<file path="src/rtl/pll_reconfig_pkg.sv">
// Shared types and constants for the PLL reconfiguration master: FSM states,
// management register map, counter-word layout and the four output profiles.
package pll_reconfig_pkg;

  typedef enum logic [3:0] {
    S_IDLE,
    S_WR_MODE,
    S_WR_N,
    S_WR_M,
`ifdef RECONFIG_VERIFY_EN
    S_RD_N,
    S_RD_M,
`endif
    S_WR_C,
    S_WR_START,
    S_POLL_STATUS,
    S_WAIT_LOCK,
    S_ERROR
  } state_e;

  localparam int unsigned REG_MODE   = 0;
  localparam int unsigned REG_STATUS = 1;
  localparam int unsigned REG_START  = 2;
  localparam int unsigned REG_N      = 3;
  localparam int unsigned REG_M      = 4;
  localparam int unsigned REG_C      = 5;

  localparam int CW_LO_LSB     = 0;
  localparam int CW_HI_LSB     = 8;
  localparam int CW_BYPASS_BIT = 16;
  localparam int CW_ODD_BIT    = 17;
  localparam int CW_IDX_LSB    = 18;

  typedef struct packed {
    logic [31:0] n;
    logic [31:0] m;
    logic [31:0] c0;
  } profile_t;

  function automatic logic [31:0] cnt_word(input logic [4:0] idx, input logic [7:0] hi,
                                           input logic [7:0] lo, input logic bypass,
                                           input logic odd);
    cnt_word = (32'(idx) << CW_IDX_LSB) | (32'(odd) << CW_ODD_BIT) |
               (32'(bypass) << CW_BYPASS_BIT) | (32'(hi) << CW_HI_LSB) |
               (32'(lo) << CW_LO_LSB);
  endfunction

  // 50 MHz ref, N bypassed, M = 12 -> VCO 600 MHz; C0 divides down to 10/5/20/50 MHz.
  localparam profile_t PROFILES [4] = '{
    '{n: cnt_word(5'd0, 8'd0, 8'd0, 1'b1, 1'b0),  m: cnt_word(5'd0, 8'd6, 8'd6, 1'b0, 1'b0),
      c0: cnt_word(5'd0, 8'h1E, 8'h1E, 1'b0, 1'b0)},
    '{n: cnt_word(5'd0, 8'd0, 8'd0, 1'b1, 1'b0),  m: cnt_word(5'd0, 8'd6, 8'd6, 1'b0, 1'b0),
      c0: cnt_word(5'd0, 8'h3C, 8'h3C, 1'b0, 1'b0)},
    '{n: cnt_word(5'd0, 8'd0, 8'd0, 1'b1, 1'b0),  m: cnt_word(5'd0, 8'd6, 8'd6, 1'b0, 1'b0),
      c0: cnt_word(5'd0, 8'h0F, 8'h0F, 1'b0, 1'b0)},
    '{n: cnt_word(5'd0, 8'd0, 8'd0, 1'b1, 1'b0),  m: cnt_word(5'd0, 8'd6, 8'd6, 1'b0, 1'b0),
      c0: cnt_word(5'd0, 8'h06, 8'h06, 1'b0, 1'b0)}
  };

endpackage

</file>
<file path="src/rtl/pll_reconfig_ctrl_profile_rom.sv">
// Combinational lookup from profile index to the N/M/C0 counter words.
module pll_profile_rom
  import pll_reconfig_pkg::*;
(
  input  logic [1:0] idx,
  output profile_t   prof
);

  assign prof = PROFILES[idx];

endmodule

</file>
<file path="src/rtl/pll_reconfig_ctrl.sv">
// Avalon-MM master that writes a PLL profile, triggers reconfig, polls and qualifies lock.
// Optional RECONFIG_VERIFY_EN inserts N/M readback checks before the C0 write.
module pll_reconfig_ctrl
  import pll_reconfig_pkg::*;
#(
  parameter int LOCK_STABLE_CYCLES = 1024,
  parameter int POLL_TIMEOUT       = 65535,
  parameter int LOCK_TIMEOUT       = 1000000,
  parameter int ADDR_W             = 6
) (
  input  logic              clk,
  input  logic              reset_n,
  input  logic              start,
  input  logic [1:0]        profile_sel,
  input  logic              pll_locked,
  output logic [ADDR_W-1:0] mgmt_address,
  output logic              mgmt_write,
  output logic              mgmt_read,
  output logic [31:0]       mgmt_writedata,
  input  logic [31:0]       mgmt_readdata,
  input  logic              mgmt_waitrequest,
  output logic              busy,
  output logic              done,
  output logic              error,
  output logic [1:0]        active_profile
);

  localparam int PW = (POLL_TIMEOUT > 1) ? $clog2(POLL_TIMEOUT) : 1;
  localparam int LW = (LOCK_TIMEOUT > 1) ? $clog2(LOCK_TIMEOUT) : 1;
  localparam int SW = (LOCK_STABLE_CYCLES > 1) ? $clog2(LOCK_STABLE_CYCLES) : 1;
  localparam logic [PW-1:0] POLL_LIM = PW'(POLL_TIMEOUT - 1);
  localparam logic [LW-1:0] LOCK_LIM = LW'(LOCK_TIMEOUT - 1);
  localparam logic [SW-1:0] STAB_LIM = SW'(LOCK_STABLE_CYCLES - 1);

  state_e            state, state_nxt, tgt_next;
  logic [1:0]        sel_q, sel_nxt, act_nxt;
  logic [ADDR_W-1:0] addr_nxt, tgt_addr;
  logic [31:0]       data_nxt, tgt_word;
  logic              wr_nxt, rd_nxt, err_nxt, done_nxt;
  logic [PW-1:0]     poll_cnt, poll_nxt;
  logic [LW-1:0]     lock_cnt, lock_nxt;
  logic [SW-1:0]     stab_cnt, stab_nxt;
  profile_t          prof;
  logic              unused_rd;

  pll_profile_rom u_rom (
    .idx  (sel_q),
    .prof (prof)
  );

  assign busy = (state != S_IDLE) && (state != S_ERROR);

`ifdef RECONFIG_VERIFY_EN
  localparam int CMP_W = CW_ODD_BIT + 1;
  assign unused_rd = ^mgmt_readdata[31:CMP_W];
`else
  assign unused_rd = ^mgmt_readdata[31:1];
`endif

  // Register/word/successor for each bus-access state
  always_comb begin
    tgt_addr = '0;
    tgt_word = '0;
    tgt_next = S_IDLE;
    case (state)
      S_WR_MODE:     begin tgt_addr = ADDR_W'(REG_MODE);  tgt_word = 32'd1;   tgt_next = S_WR_N; end
      S_WR_N:        begin tgt_addr = ADDR_W'(REG_N);     tgt_word = prof.n;  tgt_next = S_WR_M; end
`ifdef RECONFIG_VERIFY_EN
      S_WR_M:        begin tgt_addr = ADDR_W'(REG_M);     tgt_word = prof.m;  tgt_next = S_RD_N; end
      S_RD_N:        begin tgt_addr = ADDR_W'(REG_N);     tgt_word = prof.n;  tgt_next = S_RD_M; end
      S_RD_M:        begin tgt_addr = ADDR_W'(REG_M);     tgt_word = prof.m;  tgt_next = S_WR_C; end
`else
      S_WR_M:        begin tgt_addr = ADDR_W'(REG_M);     tgt_word = prof.m;  tgt_next = S_WR_C; end
`endif
      S_WR_C:        begin tgt_addr = ADDR_W'(REG_C);     tgt_word = prof.c0; tgt_next = S_WR_START; end
      S_WR_START:    begin tgt_addr = ADDR_W'(REG_START); tgt_word = 32'd1;   tgt_next = S_POLL_STATUS; end
      S_POLL_STATUS: tgt_addr = ADDR_W'(REG_STATUS);
      default: ;
    endcase
  end

  always_comb begin
    state_nxt = state;
    wr_nxt    = mgmt_write;
    rd_nxt    = mgmt_read;
    addr_nxt  = mgmt_address;
    data_nxt  = mgmt_writedata;
    err_nxt   = error;
    done_nxt  = 1'b0;
    sel_nxt   = sel_q;
    act_nxt   = active_profile;
    poll_nxt  = '0;
    lock_nxt  = '0;
    stab_nxt  = '0;
    case (state)
      S_IDLE, S_ERROR: begin
        if (start) begin
          sel_nxt   = profile_sel;
          err_nxt   = 1'b0;
          state_nxt = S_WR_MODE;
        end
      end
      // Issue the strobe one cycle after entry, then hold until the slave accepts
      S_WR_MODE, S_WR_N, S_WR_M, S_WR_C, S_WR_START: begin
        if (!mgmt_write) begin
          wr_nxt   = 1'b1;
          addr_nxt = tgt_addr;
          data_nxt = tgt_word;
        end else if (!mgmt_waitrequest) begin
          wr_nxt    = 1'b0;
          state_nxt = tgt_next;
        end
      end
`ifdef RECONFIG_VERIFY_EN
      S_RD_N, S_RD_M: begin
        if (!mgmt_read) begin
          rd_nxt   = 1'b1;
          addr_nxt = tgt_addr;
        end else if (!mgmt_waitrequest) begin
          rd_nxt = 1'b0;
          if (mgmt_readdata[CMP_W-1:0] == tgt_word[CMP_W-1:0]) begin
            state_nxt = tgt_next;
          end else begin
            state_nxt = S_ERROR;
            err_nxt   = 1'b1;
          end
        end
      end
`endif
      S_POLL_STATUS: begin
        poll_nxt = (poll_cnt == '1) ? poll_cnt : poll_cnt + PW'(1);
        if (!mgmt_read) begin
          rd_nxt   = 1'b1;
          addr_nxt = tgt_addr;
        end else if (!mgmt_waitrequest) begin
          rd_nxt = 1'b0;
          if (mgmt_readdata[0]) state_nxt = S_WAIT_LOCK;
        end
        if ((state_nxt == S_POLL_STATUS) && (poll_cnt == POLL_LIM)) begin
          state_nxt = S_ERROR;
          err_nxt   = 1'b1;
          rd_nxt    = 1'b0;
        end
      end
      S_WAIT_LOCK: begin
        lock_nxt = (lock_cnt == '1) ? lock_cnt : lock_cnt + LW'(1);
        if (pll_locked) stab_nxt = (stab_cnt == '1) ? stab_cnt : stab_cnt + SW'(1);
        if (pll_locked && (stab_cnt == STAB_LIM)) begin
          done_nxt  = 1'b1;
          act_nxt   = sel_q;
          state_nxt = S_IDLE;
        end else if (lock_cnt == LOCK_LIM) begin
          state_nxt = S_ERROR;
          err_nxt   = 1'b1;
        end
      end
      default: state_nxt = S_IDLE;
    endcase
  end

  always_ff @(posedge clk or negedge reset_n) begin
    if (!reset_n) begin
      state          <= S_IDLE;
      mgmt_write     <= 1'b0;
      mgmt_read      <= 1'b0;
      mgmt_address   <= '0;
      mgmt_writedata <= '0;
      error          <= 1'b0;
      done           <= 1'b0;
      sel_q          <= '0;
      active_profile <= '0;
      poll_cnt       <= '0;
      lock_cnt       <= '0;
      stab_cnt       <= '0;
    end else begin
      state          <= state_nxt;
      mgmt_write     <= wr_nxt;
      mgmt_read      <= rd_nxt;
      mgmt_address   <= addr_nxt;
      mgmt_writedata <= data_nxt;
      error          <= err_nxt;
      done           <= done_nxt;
      sel_q          <= sel_nxt;
      active_profile <= act_nxt;
      poll_cnt       <= poll_nxt;
      lock_cnt       <= lock_nxt;
      stab_cnt       <= stab_nxt;
    end
  end

endmodule

</file>
<file path="config.mk">
export PLATFORM = sky130hd
export DESIGN_NAME = pll_reconfig_ctrl
export DESIGN_NICKNAME = d
export VERILOG_FILES = /design/src/rtl/pll_reconfig_pkg.sv /design/src/rtl/pll_reconfig_ctrl_profile_rom.sv /design/src/rtl/pll_reconfig_ctrl.sv
export SDC_FILE = /design/constraint.sdc
export NUM_CORES = 1
export LEC_CHECK = 0
export ABC_CLOCK_PERIOD_IN_PS = 2700
export BUFFER_PORTS_ARGS = -buffer_cell sky130_fd_sc_hd__buf_4
export CAP_MARGIN = 20
export CORE_UTILIZATION = 39
export DETAILED_ROUTE_END_ITERATION = 10
export REMOVE_ABC_BUFFERS = 1
export SLEW_MARGIN = 25
export SYNTH_ARGS = -nofsm -noshare
export SYNTH_HDL_FRONTEND = slang
export SYNTH_SLANG_ARGS = --single-unit
</file>
<file path="constraint.sdc">
create_clock -name clk -period 2.7 [get_ports clk]
set_clock_uncertainty 0.15 [all_clocks]
set_input_delay 0.81 -clock clk [delete_from_list [all_inputs] [get_ports clk]]
set_output_delay 0.81 -clock clk [all_outputs]
set_load 0.01 [all_outputs]
</file>
Word level (Yosys, flattened, before mapping)
Cells that the tools add are included.
Word-level totals
  bits in registers: 96
  input port bits: 39
  output and inout bits: 45
  logic and storage cells: 99
Operators by class
  add/sub/neg operators: 3
  magnitude comparators: 1
  equality and inequality tests: 27
  muxes and demuxes: 38
  bitwise gates (word level): 2
  reduce and logical (&&, ||, !) cells: 16
Operators with widths (number)
  $bmux W96 S2: 1
  $mux W96: 2
  $pmux W32 S4: 1
  $eq A20 B20 Y1 const B: 2
  $mux W20: 2
  $mux W4: 10
  $eq A16 B16 Y1 const B: 2
  $mux W16: 2
  $mux W10: 3
  $pmux W3 S5: 2
  $add A20 B1 Y20 const B: 1
  $eq A4 B3 Y1 const B: 5
  $ne A2 B2 Y1 const B: 10
  $add A16 B1 Y16 const B: 1
  $pmux W4 S4: 1
  $mux W6: 2
  $pmux W6 S2: 1
  $add A10 B1 Y10 const B: 1
  $eq A10 B10 Y1 const B: 1
  $mux W1: 10
  $eq A4 B2 Y1 const B: 2
  $ne A3 B3 Y1 const B: 2
  $reduce_and A2 Y1: 3
  $reduce_and A5 Y1: 1
  16 further kinds: 19

Depth between registers and ports, before layout
Gate-level depths: netlist of run 1.
  word-level depth: 8
  gate-level depth with buffers: 8
  gate-level depth less buffers: 6

Hierarchy
Synthesis of run 1 repeated with hierarchy kept, for this count alone.
Unflattened totals
  cell total of the unflattened synthesis: 603
  area total of the unflattened synthesis: 5537.8 sq um
Modules (own cells, without submodules)
  pll_reconfig_ctrl: instances 1, cells an instance 505, area each 4818.4 sq um, sequential area each 2327.2 sq um
  pll_profile_rom: instances 1, cells an instance 98, area each 719.4 sq um, sequential area each 0.0 sq um

Worst setup path after synthesis of run 1
OpenSTA, ideal clock, no wires.
  path kind: input to register
  start: input mgmt_waitrequest
  end: register state[0]
  library setup time: 0.131 ns
  data arrival time: 1.846 ns
  setup slack: 0.573 ns
  stages: 5
  path through: nor2b_1 nor3b_1 nor3_1 nor2_1 or3_1
On the way
  cells in the longest elaborated chain, start to end: 7
  elaborated cells between the ends (all ways): 9
  classes of those cells: eq/ne (2); mux (5); reduce/logical (2)
RTL lines
  start, declared: RTL line pll_reconfig_ctrl.sv:21  | input logic mgmt_waitrequest,
  $mux W4: RTL line pll_reconfig_ctrl.sv:135  | end else if (!mgmt_waitrequest) begin
  $mux W4: RTL line pll_reconfig_ctrl.sv:132  | if (!mgmt_read) begin
  $mux W4: RTL line pll_reconfig_ctrl.sv:95  | case (state)
  $eq A4 B3 Y1: RTL line pll_reconfig_ctrl.sv:139  | if ((state_nxt == S_POLL_STATUS) && (poll_cnt == POLL_LIM)) begin
  $logic_and A1 B1 Y1: RTL line pll_reconfig_ctrl.sv:139
  $mux W4: RTL line pll_reconfig_ctrl.sv:139
  $pmux W4 S4: RTL line pll_reconfig_ctrl.sv:95
  end signal, assigned: RTL line pll_reconfig_ctrl.sv:176  | state <= state_nxt;
  end, declared: RTL line pll_reconfig_ctrl.sv:35  | state_e state, state_nxt, tgt_next;
Parallel ways exist; a longest one is shown, timed or not. The select of a mux whose other input is x is not followed.
A chain may end at the register's enable or synchronous reset.

Final worst setup path of run 1
  start: register state[1]
  end: output busy
On the way
  cells in the longest elaborated chain, start to end: 2
  elaborated cells between the ends (all ways): 3
  classes of those cells: eq/ne (1); reduce/logical (2)
RTL lines
  $ne A4 B4 Y1 / $reduce_bool A4 Y1 (equally long branches): RTL line pll_reconfig_ctrl.sv:51  | assign busy = (state != S_IDLE) && (state != S_ERROR);
  $logic_and A1 B1 Y1 *: RTL line pll_reconfig_ctrl.sv:51
  end, declared: RTL line pll_reconfig_ctrl.sv:22  | output logic busy,
Mark *: on every way between the ends. The rest lies on a longest branch, timed or not.

==> key figures, run 1 <==
Timing
  – Normalized max-slew margin: 59.5%
  – F_max: 411 MHz
  – Final setup fails: 0
  – Final hold violations: 0
  – Worst-Margin Slew: 603 ps
  – Post-layout minimum cycle time: 2430 ps
  – Final period utilization: 90.1%
  – TNS Setup: 0 ps
  – Hold slack: 315 ps
  – RSZ-0062 raised after global routing: false
  – Setup WS post-layout: 267 ps
  – Max Slew Vio Count: 0

Synth
  – Number of synthesized register bits: 69
  – Post-synthesis adder-cell area fraction: 1.33%
  – Synth Area in Compound Gates: 13.2%
  – Simple-gate share of the synthesized area: 23.0%
  – Top post-synthesis cells by area: dfrtp_1, buf_4, xor2_1
  – Post-synthesis xor/xnor area fraction: 7.20%
  – Post-synthesis async set-or-reset flop share: 100%
  – Yosys top cell area share: 45.8%
  – Largest family of logic cells by synthesized area: simple AND/OR/NAND/NOR gates
  – Yosys warns: 0
  – Register area share after synthesis: 45.8%
  – Synthesized area: 0.00377 mm²
  – Synth Instances: 408
  – Ys flop type: dfrtp_1
  – Post-synthesis cell type count: 52
  – Dominant cell type by area after synthesis: dfrtp_1
  – Post-synth EDFFs: 0
  – Avg Synthesized Cell Area: 9.24 µm²
  – Multiplexer share of the synthesized area: 1.16%

Power
  – Leakage: 1.86 nW
  – Clk pwr share: 29.4%
  – Power per Cell Area: 732 mW/mm²
  – Gate power share: 28.5%
  – IR drop worst, VDD: 0.252 mV
  – Switching Fraction: 32.7%
  – Internal Dissipation: 2.10 mW
  – Part of the power in registers: 42.1%
  – Net Sw Power: 1.02 mW
  – Final Power: 3.12 mW

Clock tree
  – Sink Count: 69
  – Clock Latency Late Sink: 340 ps
  – Cts repair resizes: 0
  – Worst-path clk slew: 80 ps
  – Root Driver: clkbuf_8
  – # hold bufs at CTS: 0
  – CTS H-tree depth: 3
  – TritonCTS buffer count: 9
  – TritonCTS clock tree: built
  – Clock Tree Buf Depth: 2
  – Setup repair bufs after CTS: 0

Setup path
  – Crit. End Element: output pin
  – FF-to-FF path depth: 6
  – RR Endpoint: state[0]
  – Crit Path Max Fanout: 15
  – Crit path launch: state[1]
  – Setup Crit Path Kind: register to output pin
  – Worst reg-to-reg setup slack: 410 ps
  – Worst setup SP type: register
  – Worst setup path end: busy
  – Crit path DAT: 1470 ps
  – Worst reg2reg startpoint: lock_cnt[0]
  – CP required: 1740 ps

Global routing
  – Initial antenna violation count: 0
  – Total Routing Usage GR: 16.3%
  – Vias in the first global route: 2884
  – Largest net degree at the start of global routing: 70
  – GRT overflow: 0
  – First-pass GRT wire length: 13.1 mm

Final layout
  – Most common cell after layout, fill and taps aside: dfrtp_1
  – Post-route cell area: 0.00426 mm²
  – Fin util: 45.9%
  – Commonest non-fill, non-tap cells in the layout: dfrtp_1, nor2_1, buf_4
  – Area grow syn2layout: 13.0%
  – # fillers: 917
  – Inserted Diodes: 0
  – Fraction of final layout cells with drive strength greater than 1: 14.5%
  – Nets@finish: 478
  – Fin cells: 569

Floorplan
  – DIE WIDTH: 100 µm
  – Die area: 0.0101 mm²
  – Die Y: 100 µm
  – Core area: 0.00928 mm²
  – # IOs: 84
  – Initial core utilization: 40.6%
  – Row cnt: 35

Placement
  – Placement Setup Slack: 180 ps
  – Detailed Place HPWL: 5.22 mm
  – GPL Wtd Cong: 0.762
  – Dpl cells: 553
  – Buffers on Ports: 30
  – Post-DP Area: 0.00405 mm²

Worst hold path
  – Worst min path class: input port to async pin

Drt
  – Drt total wl: 7.47 mm
  – Mean routed wirelength per cell: 13.1 µm
  – # DRC: 0
  – Drt pass-1 iters: 6
  – Vias/cell: 5.19
  – DR vias: 2952
  – Post-route antenna net violation count: 0
  – Detailed router's first-iteration violation count: 68

Status
  – Result of the run: finished clean

Job
  – Max cap viols: 0
==> synthesized netlist by cell type (5+ instances only) <==
cell,instances
a21o_1,5
a21oi_1,18
a31oi_1,10
and3_1,5
and4_1,10
buf_4,27
clkbuf_1,16
dfrtp_1,69
inv_1,11
nand2_1,36
nand3_1,15
nand4_1,12
nor2_1,50
nor3_1,11
o21ai_0,12
xnor2_1,9
xor2_1,22
==> per-layer routing <==
metal / GRT usage, % / part of all wire (%)
met2: 26.8 / 48
met3: 2.37 / 2.8
met4: 6.91 / 1.1
met5: 0 / 0
met1: 21.4 / 49
==> registers in the layout (all words and copies together), names as in the netlist, 2 cells and up <==
signal          cells
mgmt_writedata      8
poll_cnt           16
mgmt_address        3
state               4
sel_q               2
active_profile      2
stab_cnt           10
lock_cnt           20
==> cell families after synthesis <==
group	after synthesis
xor+xnor	31
mux	4
simple gates	169
compound gates	75
buf+inv	55
flops	69
fa+ha+maj	4
other cells	1
==> power by group through the flow <==
stage | logic, mW | clock network [mW] | registers (mW)
6_report | 0.891 | 0.917 | 1.31
5_1_grt | 0.995 | 0.992 | 1.34
4_1_cts | 0.902 | 0.948 | 1.31
3_5_place_dp | 0.899 | 0 | 1.33
3_3_place_gp | 0.888 | 0 | 1.33
2_1_floorplan | 0.458 | 0 | 1.38
==> final cells by class <==
| type | count | area (µm²) | area share (%) |
|---|---|---|---|
| sequential | 69 | 1730 | 40.5 |
| multi-input combinational | 305 | 1810 | 42.6 |
| inverter | 11 | 41.3 | 0.969 |
| clock buffer | 9 | 124 | 2.91 |
| timing repair buffer | 39 | 305 | 7.16 |
| tap | 129 | 161 | 3.79 |
| clock inverter | 7 | 90.1 | 2.11 |
==> worst max-delay path, cell delays in order, from the launching register on <==
cell	delay [ps]
dfrtp_1	550
nor3_1	370
inv_1	70
buf_4	150
==> worst min path at each step <==
stage,start,end,slack [ps],cells after the start
finish,reset_n,mgmt_writedata[12],320,2
CTS,reset_n,mgmt_writedata[12],320,2
global placement,active_profile[0],active_profile[0],300,2
detailed placement,active_profile[0],active_profile[0],310,2
global route,reset_n,mgmt_address[2],350,2
floorplan,lock_cnt[10],lock_cnt[10],320,1
(Power assumes the default switching activity.)
==> run 2: changes to the inputs <==
- SYNTH_HIERARCHICAL: not set -> 1
==> run 2 against run 1 <==
  * Cell count increased by 44%
  * Total power increased by 53%
  * Global-route usage decreased by 0.60 points
  * Worst setup slack got worse by 120 ps
  * Die area increased by 46%
  * First-iteration DRC count increased to 5.3 times the previous value
  * Register-to-register slack improved by 40 ps
  * Synthesized cell count increased by 48%
  * Combinational power increased by 84%
==> key figures, run 2 <==
Drt
  – Drt pass-1 iters: 5 (-1)
  – DR vias: 4065 (+38%)
  – Post-route antenna net violation count: 0 (unchanged)
  – Vias/cell: 4.96 (-4.3%)
  – Drt total wl: 10.7 mm (+43%)
  – Detailed router's first-iteration violation count: 363 (+430%)
  – # DRC: 0 (unchanged)
  – Mean routed wirelength per cell: 13.1 µm (-0.36%)

Final layout
  – Fin cells: 819 (+44%)
  – Inserted Diodes: 0 (unchanged)
  – Post-route cell area: 0.00600 mm² (+41%)
  – Reg with most FFs: mgmt_writedata
  – Top Registers: mgmt_writedata (32), lock_cnt (20), poll_cnt (16)
  – Fraction of final layout cells with drive strength greater than 1: 14.7% (+0.17 points)
  – Nets@finish: 677 (+42%)
  – Commonest non-fill, non-tap cells in the layout: dfrtp_1, conb_1, buf_4
  – Max reg flops: 32 (+60%)
  – Most common cell after layout, fill and taps aside: dfrtp_1
  – Area grow syn2layout: 8.38%

Synth
  – Most common cell in the netlist: buf_4
  – Synth Instances: 603 (+48%)
  – Avg Synthesized Cell Area: 9.18 µm² (-0.64%)
  – Top post-synthesis cells by area: dfrtp_1, buf_4, a222oi_1
  – Multiplexer share of the synthesized area: 1.76% (+0.60 points)
  – Number of synthesized register bits: 93 (+35%)
  – Yosys top cell area share: 42.0% (-3.8 points)
  – Register area share after synthesis: 42.0% (-3.8 points)
  – Simple-gate share of the synthesized area: 19.5% (-3.5 points)
  – Synth top cells by count: buf_4, dfrtp_1, nand2_1
  – Ys flop type: dfrtp_1
  – Yosys warns: 6 (+6)
  – Post-synthesis cell type count: 56 (+7.7%)
  – Post-synthesis adder-cell area fraction: 0.904% (-0.42 points)
  – Synth Area in Compound Gates: 14.6% (+1.4 points)
  – Post-synthesis async set-or-reset flop share: 100% (unchanged)
  – Post-synth EDFFs: 0 (unchanged)
  – Largest family of logic cells by synthesized area: simple AND/OR/NAND/NOR gates
  – Post-synthesis xor/xnor area fraction: 4.90% (-2.3 points)
  – Synthesized area: 0.00554 mm² (+47%)
  – Dominant cell type by area after synthesis: dfrtp_1

Floorplan
  – Initial core utilization: 39.9% (-0.72 points)
  – Die Y: 121 µm (+21%)
  – DIE WIDTH: 121 µm (+21%)
  – Core area: 0.0139 mm² (+50%)
  – # IOs: 84 (unchanged)
  – Die area: 0.0147 mm² (+46%)
  – Row cnt: 43 (+23%)

Timing
  – Hold slack: 269 ps (-46.2 ps)
  – Final period utilization: 94.7% (+4.6 points)
  – TNS Setup: 0 ps (unchanged)
  – RSZ-0062 raised after global routing: false
  – Normalized max-slew margin: 52.4% (-7.1 points)
  – Post-layout minimum cycle time: 2560 ps (+124 ps)
  – F_max: 391 MHz (-4.9%)
  – Max Slew Vio Count: 0 (unchanged)
  – Worst-Margin Slew: 708 ps (+104 ps)
  – Setup WS post-layout: 143 ps (-124 ps)
  – Final setup fails: 0 (unchanged)
  – Final hold violations: 0 (unchanged)

Setup path
  – Crit Path Max Fanout: 16 (+1)
  – Crit-path slowest cell: dfrtp_1
  – Crit path DAT: 1600 ps (+130 ps)
  – Critical Path Max Stage Delay: 570 ps (+20 ps)
  – Crit. End Element: output pin
  – Crit path launch: state[0]
  – Crit-path leading delay family: flip-flops
  – Worst setup SP type: register
  – Worst reg2reg startpoint: state[0]
  – Setup Crit Path Kind: register to output pin
  – Sequence of cells on the critical path: nor3_1 > inv_1 > buf_4
  – CP Buf/Inv Count: 2 (unchanged)
  – CP required: 1740 ps (about the same)

Clock tree
  – Clock Latency Late Sink: 350 ps (about the same)
  – # hold bufs at CTS: 0 (unchanged)
  – Clock Tree Buf Depth: 2 (unchanged)
  – TritonCTS buffer count: 9 (unchanged)
  – Sink Count: 93 (+35%)
  – Cts repair resizes: 0 (unchanged)
  – TritonCTS clock tree: built
  – Root Driver: clkbuf_16
  – CTS H-tree depth: 3 (unchanged)
  – Worst-path clk slew: 70 ps (about the same)
  – Setup repair bufs after CTS: 0 (unchanged)

Worst hold path
  – Worst min path class: input port to async pin

Global routing
  – Largest net degree at the start of global routing: 63 (-10%)
  – Initial antenna violation count: 0 (unchanged)
  – GRT overflow: 0 (unchanged)
  – First-pass GRT wire length: 18.6 mm (+42%)
  – Vias in the first global route: 4039 (+40%)
  – Total Routing Usage GR: 15.7% (-0.60 points)

Placement
  – Placement Setup Slack: 376 ps (+196 ps)
  – Post-DP Area: 0.00571 mm² (+41%)
  – Buffers on Ports: 49 (+63%)
  – Detailed Place HPWL: 7.39 mm (+42%)
  – GPL Wtd Cong: 0.762 (unchanged)
  – Dpl cells: 803 (+45%)

Power
  – IR drop worst, VDD: 0.400 mV (+59%)
  – Leakage: 2.63 nW (+42%)
  – Power per Cell Area: 796 mW/mm² (+8.7%)

Status
  – Result of the run: finished clean

Job
  – Max cap viols: 0 (unchanged)
run 2: logic make-up after synthesis:
| group | count (synthesis) |
|---|---|
| simple gates | 208 |
| buf+inv | 139 |
| compound gates | 116 |
| flops | 93 |
| xor+xnor | 31 |
| mux | 9 |
| fa+ha+maj | 4 |
| other cells | 3 |
run 2: path summary, 6_finish.rpt:
check | endpoint | slack (ps) | cells past startpoint
min in group clk | error | 320 | 2
min reg2reg | error | 320 | 2
min | mgmt_writedata[23] | 270 | 1
max reg2reg | mgmt_writedata[22] | 450 | 5
max | busy | 140 | 3
max in group asynchronous | stab_cnt[8] | 1490 | 2
run 2: power by group:
group          internal, mW  switching [mW]
combinational         0.734           0.910
sequential             1.63           0.258
clock                 0.703           0.545
total                  3.07            1.71
run 2: through the flow:
| step | total power [mW] | utilization [%] |
|---|---|---|
| final | 4.78 | 43.2 |
| after global routing | 5.13 | 43.2 |
| after CTS | 4.83 | 43.2 |
| after detailed placement | 3.56 | 41.1 |
| after global placement | 3.52 | 41.1 |
| after floorplan | 2.89 | - |
run 2: routing by layer:
| layer | vias to the layer above | track usage [%] | share of wire, % |
|---|---|---|---|
| met5 | - | 0 | 0 |
| met4 | 0 | 4.40 | 1.0 |
| li1 | 2036 | - | - |
| met1 | 1955 | 19.6 | 46 |
| met3 | 10 | 3.48 | 3.9 |
| met2 | 64 | 27.0 | 49 |
run 2: area by class of cell:
class                           instances  area (µm²)
Sequential cell                        93        2330
Clock buffer                           12         267
Tap cell                              180         225
Fill cell                            1364        7880
Multi-Input combinational cell        457        2640
Inverter                               13        48.8
Timing Repair Buffer                   60         463
Clock inverter                          4        30.0
